--- src/rtl/alu_arbiter.sv ---
// Two-port round-robin front end for a single shared combinational ALU.
// One operation is in flight at a time: IDLE grants, EXEC captures, RESP holds the response.
package alu_arbiter_pkg;

    typedef logic [3:0] alu_control_t;

    localparam alu_control_t ALU_AND  = 4'd1;
    localparam alu_control_t ALU_OR   = 4'd2;
    localparam alu_control_t ALU_XOR  = 4'd3;
    localparam alu_control_t ALU_SLL  = 4'd5;
    localparam alu_control_t ALU_SRL  = 4'd6;
    localparam alu_control_t ALU_SRA  = 4'd7;
    localparam alu_control_t ALU_ADD  = 4'd8;
    localparam alu_control_t ALU_SUB  = 4'd12;
    localparam alu_control_t ALU_SLT  = 4'd13;
    localparam alu_control_t ALU_SLTU = 4'd15;

    typedef enum logic [1:0] {
        ST_IDLE = 2'd0,
        ST_EXEC = 2'd1,
        ST_RESP = 2'd2
    } arb_state_t;

endpackage

module alu_arbiter
    import alu_arbiter_pkg::*;
#(
    parameter int N = 32
) (
    input  logic         clk,
    input  logic         rst,

    input  logic         req0_valid,
    output logic         req0_ready,
    input  logic [N-1:0] req0_a,
    input  logic [N-1:0] req0_b,
    input  alu_control_t req0_control,

    input  logic         req1_valid,
    output logic         req1_ready,
    input  logic [N-1:0] req1_a,
    input  logic [N-1:0] req1_b,
    input  alu_control_t req1_control,

    output logic         resp0_valid,
    input  logic         resp0_ready,
    output logic         resp1_valid,
    input  logic         resp1_ready,

    output logic [N-1:0] resp_result,
    output logic         resp_overflow,
    output logic         resp_zero,
    output logic         resp_equal,

    output logic [N-1:0] alu_a,
    output logic [N-1:0] alu_b,
    output alu_control_t alu_control,
    input  logic [N-1:0] alu_result,
    input  logic         alu_overflow,
    input  logic         alu_zero,
    input  logic         alu_equal,

    output arb_state_t   debug_state
);

    // Handshake: a transfer happens on a rising edge where valid and ready are both
    // high. Requesters hold valid/operands until ready; responses stay valid and
    // stable until the requester's resp ready is seen at an edge. Ready never
    // depends on anything but state, priority and the two request valids.

    arb_state_t   state;
    logic         prio;
    logic         grant;
    logic [N-1:0] a_q;
    logic [N-1:0] b_q;
    alu_control_t ctrl_q;

    logic accept;
    logic pick1;
    logic resp_done;

    // Preferred port wins if valid; otherwise the other port takes the slot.
    always_comb begin
        pick1  = prio ? req1_valid : !req0_valid;
        accept = (state == ST_IDLE) && (req0_valid || req1_valid) && !rst;
    end

    assign req0_ready = accept && !pick1;
    assign req1_ready = accept && pick1;
    assign resp_done  = grant ? resp1_ready : resp0_ready;

    assign alu_a       = a_q;
    assign alu_b       = b_q;
    assign alu_control = ctrl_q;
    assign debug_state = state;

    always_ff @(posedge clk or posedge rst) begin
        if (rst) begin
            state         <= ST_IDLE;
            prio          <= 1'b0;
            grant         <= 1'b0;
            a_q           <= '0;
            b_q           <= '0;
            ctrl_q        <= '0;
            resp_result   <= '0;
            resp_overflow <= 1'b0;
            resp_zero     <= 1'b0;
            resp_equal    <= 1'b0;
            resp0_valid   <= 1'b0;
            resp1_valid   <= 1'b0;
        end else begin
            case (state)
                ST_IDLE: begin
                    if (accept) begin
                        a_q    <= pick1 ? req1_a : req0_a;
                        b_q    <= pick1 ? req1_b : req0_b;
                        ctrl_q <= pick1 ? req1_control : req0_control;
                        grant  <= pick1;
                        state  <= ST_EXEC;
                    end
                end
                ST_EXEC: begin
                    resp_result   <= alu_result;
                    resp_overflow <= alu_overflow;
                    resp_zero     <= alu_zero;
                    resp_equal    <= alu_equal;
                    resp0_valid   <= !grant;
                    resp1_valid   <= grant;
                    state         <= ST_RESP;
                end
                ST_RESP: begin
                    // Hand priority to the port that just waited.
                    if (resp_done) begin
                        resp0_valid <= 1'b0;
                        resp1_valid <= 1'b0;
                        prio        <= !grant;
                        state       <= ST_IDLE;
                    end
                end
                default: state <= ST_IDLE;
            endcase
        end
    end

endmodule

--- config.mk ---
export PLATFORM = sky130hd
export DESIGN_NAME = alu_arbiter
export DESIGN_NICKNAME = d
export VERILOG_FILES = /design/src/rtl/alu_arbiter.sv
export SDC_FILE = /design/constraint.sdc
export NUM_CORES = 1
export LEC_CHECK = 0
export ABC_CLOCK_PERIOD_IN_PS = 5830
export BUFFER_PORTS_ARGS = -buffer_cell sky130_fd_sc_hd__buf_2
export CAP_MARGIN = 5
export CELL_PAD_IN_SITES_DETAIL_PLACEMENT = 2
export CELL_PAD_IN_SITES_GLOBAL_PLACEMENT = 2
export CORE_MARGIN = 5
export CORE_UTILIZATION = 26
export DETAILED_ROUTE_END_ITERATION = 7
export PLACE_DENSITY = 0.86
export REMOVE_ABC_BUFFERS = 1
export SLEW_MARGIN = 40
export SYNTH_ARGS = -nofsm -noshare
export SYNTH_HDL_FRONTEND = slang
export SYNTH_SLANG_ARGS = --single-unit
--- constraint.sdc ---
create_clock -name clk -period 5.83 [get_ports clk]
set_clock_uncertainty 0.05 [all_clocks]
set_input_delay 0.583 -clock clk [delete_from_list [all_inputs] [get_ports clk]]
set_output_delay 0.583 -clock clk [all_outputs]
set_load 0.02 [all_outputs]
Yosys cells after proc, flatten, opt, wreduce, memory -nomap -nowiden
Cells that the tools add are included.

Input bits: 177. Register bits: 109.

Multiplexer cells: 11. Eq/ne operators: 4. Reductions and logical operators: 15.

Operators with widths (number): two-way mux 32 bit (2); AND reduction 2 bit (4); one-hot mux 2 bit (3 select lines) (1); logical AND 1 bit (4); logical NOT 1 bit (4); two-way mux 2 bit (2); two-way mux 4 bit (1); != test 2 bit, second input constant (2); one-hot mux 1 bit (2 select lines) (2); two-way mux 1 bit (3); == test 2 x 1 -> 1 bit, second input constant (1); == test 2 bit, second input constant (1); logical NOT 2 bit (1); nonzero test 2 bit (1); logical OR 1 bit (1).

Longest topological paths before layout
Gate-level depths: netlist (run 1).

Word-level depth: 5. Depth in mapped cells: 6.

Worst setup path after synthesis (run 1)
Ideal clock, no wire load.

Path type: reg2out. From: reg state[0], in the netlist debug_state[0]. To: out req1_ready. Path buffers: 3. Stages on the path, launching flop included: 6. Setup slack: 3.377 ns. Arrival: 1.820 ns. Required time: 5.197 ns. Path through: dfrtp_1 -> or3_1 -> buf_2 -> buf_6 -> buf_6 -> nor3b_1.

Word-level cells in the longest chain between the ends: 4.

RTL lines: start, declared (line 72) `arb_state_t state;`; start signal, assigned (line 100) `state <= ST_IDLE;`; start signal, assigned (line 120) `state <= ST_EXEC;`; start signal, assigned (line 130) `state <= ST_RESP;`; logical NOT 2 bit (line 86) `accept = (state == ST_IDLE) && (req0_valid || req1_valid) && !rst;`; logical AND 1 bit (2 in a row) (line 86); logical AND 1 bit (line 90) `assign req1_ready = accept && pick1;`; end, declared (line 41) `output logic req1_ready,`.

Every way passes these cells.

Worst setup path in the final report (run 1)
From: reg state[0], in the netlist debug_state[0]. To: out req0_ready.

Word-level cells in the longest chain between the ends: 4.

RTL lines: logical NOT 2 bit (line 86); logical AND 1 bit (2 in a row) (line 86); logical AND 1 bit (line 89) `assign req0_ready = accept && !pick1;`; end, declared (line 35) `output logic req0_ready,`.

Every way passes these cells.

==> qor.yml, run 1 <==
yosys:
  netlist_area_um2: 4812
  synth_area_per_cell_um2: 9.741
  netlist_instances: 494
  ys_seq_area_frac: 0.5668
  synth_top_family_by_area: "simple AND/OR/NAND/NOR gates"
  synthXorXnorAreaFrac: 0
  synth_compound_area_frac: 0.1557
  yosysTopAreaCell: "dfrtp_1"
  yosys_warnings: 0
  synth_top_cell_area_share: 0.5668
  ys_seq_elements: 109
  synth_adder_area_share: 0
  synthMuxAreaShare: 0
  synth-simple-area-share: 0.2314
  synth_area_leaders: "dfrtp_1 (57%), a221o_1 (14%), nand2_1 (14%), nor3_1 (6.2%), clkbuf_1 (2.3%)"
  yosys.cell_types.count: 23
setup_path:
  reg2reg_slack_ps: 3460
  crit_slowest_cell: "and3_2"
  cpPeakStageDelay_ps: 680
  cp-end-kind: "output port"
  required_ps: 5200
  crit_arrival_ps: 2550
  reg2reg_from: "debug_state[0]"
  startpoint_type: "flip-flop"
  critPathLaunch: "debug_state[0]"
  criticalPathCategory: "reg -> out"
  critPathMaxFanout: 29
  worstPathCellList: "nor3_1 -> and3_2 -> buf_4 -> buf_2"
timing:
  maxSlewHeadroom: 0.4600
  setup_tns_ps: 0
  period_share: 0.5456
  worstMarginPinSlew_ps: 810.0
  hold_viol: 0
  grt_setup_unrepaired: "no"
  whs_ps: 246.0
  fmax_ghz: 0.3144
  post-route-min-period_ps: 3181
  setup_viol: 0
  final_max_slew_viol_count: 0
global_route:
  first_global_vias: 5518
  overflow: 0
  grt_max_degree: 71
  grt_pass1_wl_um: 31750
  grt_usage: 0.1847
  antenna_found_initial: 2
cts:
  cts_tree: "done"
  cts-root-buf: "clkbuf_16"
  clk_path_buf_depth: 2
  post_cts_resized: 0
  holdBufCountCts: 0
  cts_max_level: 3
  clkLatencyLatePin_ps: 350
  clk_pin_slew_worst_paths_ps: 80
  cts_sinks: 109
  cts_buffers: 9
  post-cts-setup-buffers: 0
die:
  core_um2: 18090
  fp.dieW_um: 146.0
  die_area_um2: 21330
  die_height_um: 146.0
  ios: 286
  row_count: 49
  start_util: 0.2661
finish:
  num_antenna_cells: 0
  multi_input_area_um2: 1899
  fin_util: 0.3741
  drive_above_1_share: 0.4306
  register_area_um2: 2728
  fin_nets: 929
  fin_area_um2: 6766
  fill_cells: 2097
  syn_to_final_growth_pct: 40.61
detailed_routing:
  drc: 0
  drtAntennaViolNets: 0
  routed_wl_um: 19980
  wl_per_cell_um: 20.26
  viasPerCell: 4.997
  drt-initial-drc-count: 137
  num_vias: 4927
  firstDrtPassIters: 4
power:
  cellPowerDensity_nw_per_um2: 544.9
  leakagePower_nw: 3.563
  peakVddDrop_mv: 0.1586
placed_design:
  portBuffers: 285
  place_area_um2: 6439
  place_congestion: 0.7515
  place_hpwl_um: 14740
flow_run:
  drv_cap: 0
status:
  status: "complete, no violations"
min_path:
  hold_class: "in -> async"
-- layout make-up --
class	instances	area share
Timing Repair Buffer	294	0.2236
Sequential cell	109	0.4031
Tap cell	229	0.04234
Clock inverter	7	0.01442
Inverter	4	0.002589
Clock buffer	9	0.03328
Multi-Input combinational cell	334	0.2807
-- registers in the layout, summed over array words and instances (netlist names), 2 cells and up --
signal,count
alu_a,32
alu_b,32
alu_control,4
debug_state,2
resp_result,32
-- cell usage in the layout (no fill, tap or decap) --
| master | netlist | routed |
|---|---|---|
| inv_4 | 0 | 1 |
| or3_2 | 0 | 1 |
| inv_6 | 0 | 1 |
| clkinv_2 | 0 | 1 |
| nand3b_1 | 1 | 1 |
| nor2b_1 | 4 | 2 |
| nor3b_1 | 1 | 1 |
| dfrtp_1 | 109 | 109 |
| a221oi_1 | 1 | 1 |
| buf_6 | 2 | 1 |
| nor3_2 | 9 | 9 |
| o21ai_0 | 1 | 1 |
| buf_8 | 0 | 2 |
| clkbuf_16 | 0 | 9 |
| and3_2 | 0 | 1 |
| nor2b_4 | 0 | 2 |
| nor3_1 | 60 | 60 |
| clkinvlp_4 | 0 | 2 |
| a21oi_1 | 5 | 5 |
| buf_2 | 12 | 285 |
| clkinv_4 | 0 | 1 |
| o21ai_4 | 0 | 1 |
| o2bb2ai_1 | 1 | 1 |
| a311oi_1 | 1 | 1 |
| buf_4 | 0 | 6 |
| nand2b_4 | 0 | 1 |
| a221o_1 | 68 | 68 |
| inv_1 | 4 | 3 |
| nand2_1 | 177 | 177 |
| bufinv_16 | 0 | 2 |
| a21o_1 | 1 | 1 |
-- cell families after synthesis --
| family | count (synthesis) |
|---|---|
| AND/OR/NAND/NOR | 255 |
| AO/OA/AOI/OAI | 79 |
| buffers and inverters | 51 |
| flip-flops | 109 |
-- stage by stage --
step                power [mW]  instances  worst slack (ps)
detailed placement       3.050        970              2837
floorplan                2.311        447              1565
finish                   3.687        986              2649
global placement         2.973        968              2856
CTS                      3.747        986              2634
global route             3.937        986              2469
-- layer usage --
layer	routed length, um	track usage
met5	25	0
met4	214	0.03951
met3	1451	0.05051
met2	9588	0.3203
met1	8697	0.2315
-- worst paths after layout --
check | end | cells past startpoint
hold reg to reg | resp_result[13] | 2
setup / recovery | req0_ready | 4
hold / removal | alu_b[28] | 2
min in group clk | resp_result[16] | 3
setup reg to reg | alu_a[19] | 4
max in group asynchronous | alu_b[16] | 3
-- where the power goes --
part           switching, mW  internal, mW
sequential             0.222          1.11
clock                  0.302         0.379
combinational           1.06         0.607
total                   1.59          2.10
-- cells in the mapped netlist, drive strengths merged --
master / instances
a21o: 1
a21oi: 5
a221o: 68
a221oi: 1
a311oi: 1
and3: 1
buf: 17
clkbuf: 30
dfrtp: 109
inv: 4
nand2: 177
nand2b: 1
nand3b: 1
nor2b: 4
nor3: 69
nor3b: 1
o21ai: 2
o2bb2ai: 1
or3: 1
-- worst max-delay path: cells and delay by family, from the launching register on --
| family | cells | cell delay [ps] |
|---|---|---|
| flops | 1 | 500 |
| buf+inv | 2 | 610 |
| simple gates | 2 | 1080 |
(Power assumes the default switching activity.)
==> run 2, diff against run 1 <==
--- a/config.mk
+++ b/config.mk
@@ -5,15 +5,15 @@
 export SDC_FILE = /design/constraint.sdc
 export NUM_CORES = 1
 export LEC_CHECK = 0
-export ABC_CLOCK_PERIOD_IN_PS = 5830
+export ABC_CLOCK_PERIOD_IN_PS = 2600
 export BUFFER_PORTS_ARGS = -buffer_cell sky130_fd_sc_hd__buf_2
 export CAP_MARGIN = 5
 export CELL_PAD_IN_SITES_DETAIL_PLACEMENT = 2
 export CELL_PAD_IN_SITES_GLOBAL_PLACEMENT = 2
 export CORE_MARGIN = 5
-export CORE_UTILIZATION = 26
+export CORE_UTILIZATION = 22
 export DETAILED_ROUTE_END_ITERATION = 7
-export PLACE_DENSITY = 0.86
+export PLACE_DENSITY = 0.77
 export REMOVE_ABC_BUFFERS = 1
 export SLEW_MARGIN = 40
 export SYNTH_ARGS = -nofsm -noshare
==> constraint.sdc (replaced) <==
create_clock -name clk -period 2.6 [get_ports clk]
set_clock_uncertainty 0.05 [all_clocks]
set_input_delay 0.26 -clock clk [delete_from_list [all_inputs] [get_ports clk]]
set_output_delay 0.26 -clock clk [all_outputs]
set_load 0.02 [all_outputs]
==> qor.yml, run 2 (synthesis results as in run 1) <==
setup_path:
  crit_path_end: "req1_ready"
  critPathLaunch: "rst"
  cp-end-kind: "output port"
  rr_worst_depth: 4  # unchanged
  required_ps: 2290  # -2910 ps
  reg2reg_slack_ps: 550  # -2910 ps
  crit_arrival_ps: 2000  # -550 ps
  reg2reg_from: "debug_state[1]"
  critPathMaxFanout: 16  # -45%
  criticalPathCategory: "in -> out"
  startpoint_type: "input port"
  r2r-end: "alu_b[24]"
cts:
  clk_pin_slew_worst_paths_ps: 80  # about the same
  post-cts-setup-buffers: 0  # unchanged
  cts_buffers: 9  # unchanged
  cts_max_level: 3  # unchanged
  clkLatencyLatePin_ps: 350  # about the same
  cts-root-buf: "clkbuf_16"
  cts_sinks: 109  # unchanged
  clk_path_buf_depth: 2  # unchanged
  cts_tree: "done"
timing:
  setup_tns_ps: 0  # unchanged
  hold_viol: 0  # unchanged
  setup_viol: 0  # unchanged
  period_share: 0.8882
  fmax_ghz: 0.4330
  maxSlewHeadroom: 0.6632  # +0.2033
  final_max_slew_viol_count: 0  # unchanged
  grt_setup_unrepaired: "no"
  post-route-min-period_ps: 2309
  worstMarginPinSlew_ps: 505.1  # -304.9 ps
finish:
  syn_to_final_growth_pct: 42.23
  drive_above_1_share: 0.4340  # +0.003340
  finalNonFillerCells: 1045  # +6.0%
  final_common_cell: "buf_2"
  fill_cells: 2512  # +20%
  num_antenna_cells: 0  # unchanged
  fin_nets: 938  # +0.97%
  final_cell_mix: "buf_2 (285), nand2_1 (177), dfrtp_1 (109), a221o_1 (68), nor3_1 (60)"
detailed_routing:
  drt-initial-drc-count: 102  # -26%
  num_vias: 4925  # -0.041%
  wl_per_cell_um: 20.11  # -0.72%
  drtAntennaViolNets: 0  # unchanged
  firstDrtPassIters: 4  # unchanged
  drc: 0  # unchanged
  routed_wl_um: 21020  # +5.2%
  viasPerCell: 4.713  # -5.7%
power:
  cellPowerDensity_nw_per_um2: 1190  # +120%
  leakagePower_nw: 3.576  # +0.38%
  peakVddDrop_mv: 0.3234  # +100%
  power_mw: 8.145  # +120%
die:
  die_height_um: 157.9  # +8.1%
  row_count: 54  # +10%
  fp.dieW_um: 157.9  # +8.1%
  die_area_um2: 24930  # +17%
  core_um2: 21690  # +20%
  start_util: 0.2219  # -0.04419
  ios: 286  # unchanged
placed_design:
  portBuffers: 285  # unchanged
  place_hpwl_um: 16030  # +8.7%
  dp_cells: 1029  # +6.1%
  place_congestion: 0.7361  # -2.0%
global_route:
  overflow: 0  # unchanged
  grt_pass1_wl_um: 31080  # -2.1%
  antenna_found_initial: 4  # +2
  grt_max_degree: 57  # -20%
  grt_usage: 0.1600  # -0.02469
  first_global_vias: 5358  # -2.9%
flow_run:
  drv_cap: 0  # unchanged
min_path:
  hold_class: "in -> reg"
status:
  status: "complete, no violations"
==> run 2: cell type report <==
class,instances,area (um^2),area share
Sequential cell,109,2728,0.3985
Inverter,4,17.52,0.002559
Clock inverter,6,47.55,0.006947
Multi-Input combinational cell,334,1887,0.2757
Tap cell,280,350.3,0.05119
Timing Repair Buffer,303,1589,0.2322
Clock buffer,9,225.2,0.03291
==> run 2: worst min-delay path by stage <==
stage | start | to | slack (ps) | cells after the start
after floorplan | alu_equal | resp_equal | 320 | 2
after global placement | rst | alu_a[18] | 320 | 2
after detailed placement | rst | alu_b[22] | 320 | 2
after CTS | alu_result[2] | resp_result[2] | 40 | 3
after global routing | alu_result[9] | resp_result[9] | 50 | 3
final | alu_result[7] | resp_result[7] | 50 | 3
==> run 2: critical path: stages <==
cell and delay, ps:
dlygate4sd3_1 530, buf_2 150, or3_2 610, nor3b_1 230, buf_2 210
==> run 2: where the power goes <==
part           internal (mW)  switching, mW
combinational           1.37           2.41
sequential              2.50          0.520
clock                  0.656          0.686
total                   4.53           3.62
==> run 2: what timing repair did <==
| item | 4_1_cts | 5_1_grt |
|---|---|---|
| setup endpoints to repair | 0 | 0 |
| hold buffers | 1 | 0 |
| resized for setup | 0 | 0 |
| endpoints found under the hold margin | 34 | 0 |
==> run 2: metrics by stage <==
stage / area (um^2) / hold WS [ps] / util / worst slack [ps]
global placement: 6561 / 317.2 / 0.3025 / 627.9
detailed placement: 6561 / 318.3 / 0.3025 / 571.8
global route: 6844 / 45.46 / 0.3156 / 231.8
CTS: 6844 / 36.49 / 0.3156 / 272.8
floorplan: 4606 / 315.4 / - / -1189
finish: 6844 / 52.59 / 0.3156 / 290.8
==> run 2: per-layer routing <==
| metal | up-vias | global-route usage | part of all wire |
|---|---|---|---|
| li1 | 2272 | - | - |
| met1 | 2408 | 0.2018 | 0.42 |
| met2 | 217 | 0.2673 | 0.47 |
| met3 | 20 | 0.05276 | 0.098 |
| met4 | 8 | 0.03605 | 0.0090 |
| met5 | - | 0 | 0.0027 |
==> run 3, diff against run 2 <==
--- a/config.mk
+++ b/config.mk
@@ -5,13 +5,14 @@
 export SDC_FILE = /design/constraint.sdc
 export NUM_CORES = 1
 export LEC_CHECK = 0
-export ABC_CLOCK_PERIOD_IN_PS = 2600
+export ABC_CLOCK_PERIOD_IN_PS = 1920
 export BUFFER_PORTS_ARGS = -buffer_cell sky130_fd_sc_hd__buf_2
 export CAP_MARGIN = 5
 export CELL_PAD_IN_SITES_DETAIL_PLACEMENT = 2
 export CELL_PAD_IN_SITES_GLOBAL_PLACEMENT = 2
 export CORE_MARGIN = 5
 export CORE_UTILIZATION = 22
+export CTS_BUF_LIST = sky130_fd_sc_hd__clkbuf_8 sky130_fd_sc_hd__clkbuf_16
 export DETAILED_ROUTE_END_ITERATION = 7
 export PLACE_DENSITY = 0.77
 export REMOVE_ABC_BUFFERS = 1
==> constraint.sdc (replaced) <==
create_clock -name clk -period 1.92 [get_ports clk]
set_clock_uncertainty 0.05 [all_clocks]
set_input_delay 0.192 -clock clk [delete_from_list [all_inputs] [get_ports clk]]
set_output_delay 0.192 -clock clk [all_outputs]
set_load 0.02 [all_outputs]
==> qor.yml, run 3 (synthesis results as in run 1) <==
finish:
  final_cell_mix: "buf_2 (284), nand2_1 (177), dfrtp_1 (109), a221o_1 (68), nor3_1 (58)"
  syn_to_final_growth_pct: 55.28
  num_antenna_cells: 0  # unchanged
  fin_nets: 986  # +5.1%
  final_common_cell: "buf_2"
  drive_above_1_share: 0.4194  # -0.01455
timing:
  final_max_slew_viol_count: 0  # unchanged
  setup_viol: 0  # unchanged
  grt_setup_unrepaired: "yes"
  maxSlewHeadroom: 0.6396  # -0.02361
  setup_tns_ps: 0  # unchanged
  setup_slack_ps: 7.627  # -283.2 ps
  whs_ps: 17.45  # -35.14 ps
  post-route-min-period_ps: 1912
  fmax_ghz: 0.5229
  hold_viol: 0  # unchanged
  worstMarginPinSlew_ps: 540.5  # +35.42 ps
  period_share: 0.9960
detailed_routing:
  drtAntennaViolNets: 0  # unchanged
  route.layer.met1.wl_um: 9292  # +4.2%
  firstDrtPassIters: 4  # unchanged
  routed_wl_um: 22390  # +6.5%
  viasPerCell: 4.777  # +1.4%
  wl_met2_um: 10460  # +6.7%
  wl_met3_um: 2130  # +3.8%
  num_vias: 5221  # +6.0%
  wl_per_cell_um: 20.48  # +1.8%
  top_layer_used: "met5"
  drt-initial-drc-count: 142  # +39%
  drc: 0  # unchanged
die:
  row_count: 54  # unchanged
  core_um2: 21690  # unchanged
  fp.dieW_um: 157.9  # unchanged
  start_util: 0.2219  # unchanged
  die_area_um2: 24930  # unchanged
  die_height_um: 157.9  # unchanged
  ios: 286  # unchanged
setup_path:
  crit_arrival_ps: 1670  # -330 ps
  critPathMaxFanout: 13  # -3
  startpoint_type: "flip-flop"
  required_ps: 1680  # -610 ps
  criticalPathCategory: "reg -> out"
  cp-end-kind: "output port"
power:
  leakagePower_nw: 3.847  # +7.6%
  power_mw: 11.45  # +41%
  cellPowerDensity_nw_per_um2: 1532  # +29%
  peakVddDrop_mv: 0.4316  # +33%
cts:
  clk_pin_slew_worst_paths_ps: 80  # about the same
  clk_path_buf_depth: 2  # unchanged
  cts_tree: "done"
  clkLatencyLatePin_ps: 350  # about the same
  cts_buffers: 9  # unchanged
  cts-root-buf: "clkbuf_16"
  cts_sinks: 109  # unchanged
  cts_max_level: 3  # unchanged
placed_design:
  portBuffers: 285  # unchanged
  post-place-ws_ps: 130.3  # -441.5 ps
  place_congestion: 0.7648  # +3.9%
  place_hpwl_um: 15690  # -2.1%
global_route:
  grt_usage: 0.1744  # +0.01445
  grt_max_degree: 58  # +1.8%
  overflow: 0  # unchanged
  antenna_found_initial: 6  # +2
  first_global_vias: 5812  # +8.5%
  grt_pass1_wl_um: 33590  # +8.1%
min_path:
  hold_class: "in -> reg"
flow_run:
  drv_cap: 0  # unchanged
status:
  status: "complete, no violations"
## run 3: worst paths after layout
check                           cells past startpoint  slack (ps)              to            start
worst max-delay path                                4           8      req1_ready   debug_state[1]
worst max register to register                      5         100       alu_a[26]   debug_state[1]
worst min register to register                      2         430  resp_result[6]   resp_result[6]
min in group asynchronous                           3         440           grant              rst
max in group asynchronous                           4         710       alu_a[29]              rst
worst min-delay path                                2          20  alu_control[0]  req0_control[0]
## run 3: layout make-up
cell class,count,area (um^2)
multi-input combinational,334,1922
inverter,4,17.52
clock inverter,6,56.30
sequential,109,2728
tap,280,350.3
timing repair buffer,351,2173
fill,2454,14220
clock buffer,9,225.2
## run 3: through the flow
stage	instances	util	cell area, um^2
5_1_grt	1093	0.3445	7472
4_1_cts	1091	0.3431	7442
6_report	1093	0.3445	7472
3_5_place_dp	1029	0.3054	6624
3_3_place_gp	1029	0.3054	6624
2_1_floorplan	447	-	4606
## run 3: report_power, final
group / internal (mW) / switching [mW]
Clock: 0.904 / 0.949
Combinational: 2.12 / 3.39
Sequential: 3.39 / 0.702
Total: 6.41 / 5.04
## run 3: metal layers
metal / vias to the layer above / GRT usage
li1: 2384 / -
met1: 2562 / 0.2142
met2: 232 / 0.2931
met3: 31 / 0.05358
met4: 12 / 0.05612
met5: - / 0
## run 3: what timing repair did
| item | in CTS | in global routing |
|---|---|---|
| pin swaps | 2 | 2 |
| setup buffers | 2 | 2 |
| hold buffers | 43 | 0 |
| resized for setup | 6 | 3 |
| setup endpoints to repair | 2 | 5 |
| cloned | 2 | 0 |
| hold endpoints to repair | 73 | 0 |
## run 3: critical path, cell delays in order (launching register included)
cell	delay, ps
dfrtp_1	420
or3_4	400
buf_12	160
nor3b_4	190
buf_6	150
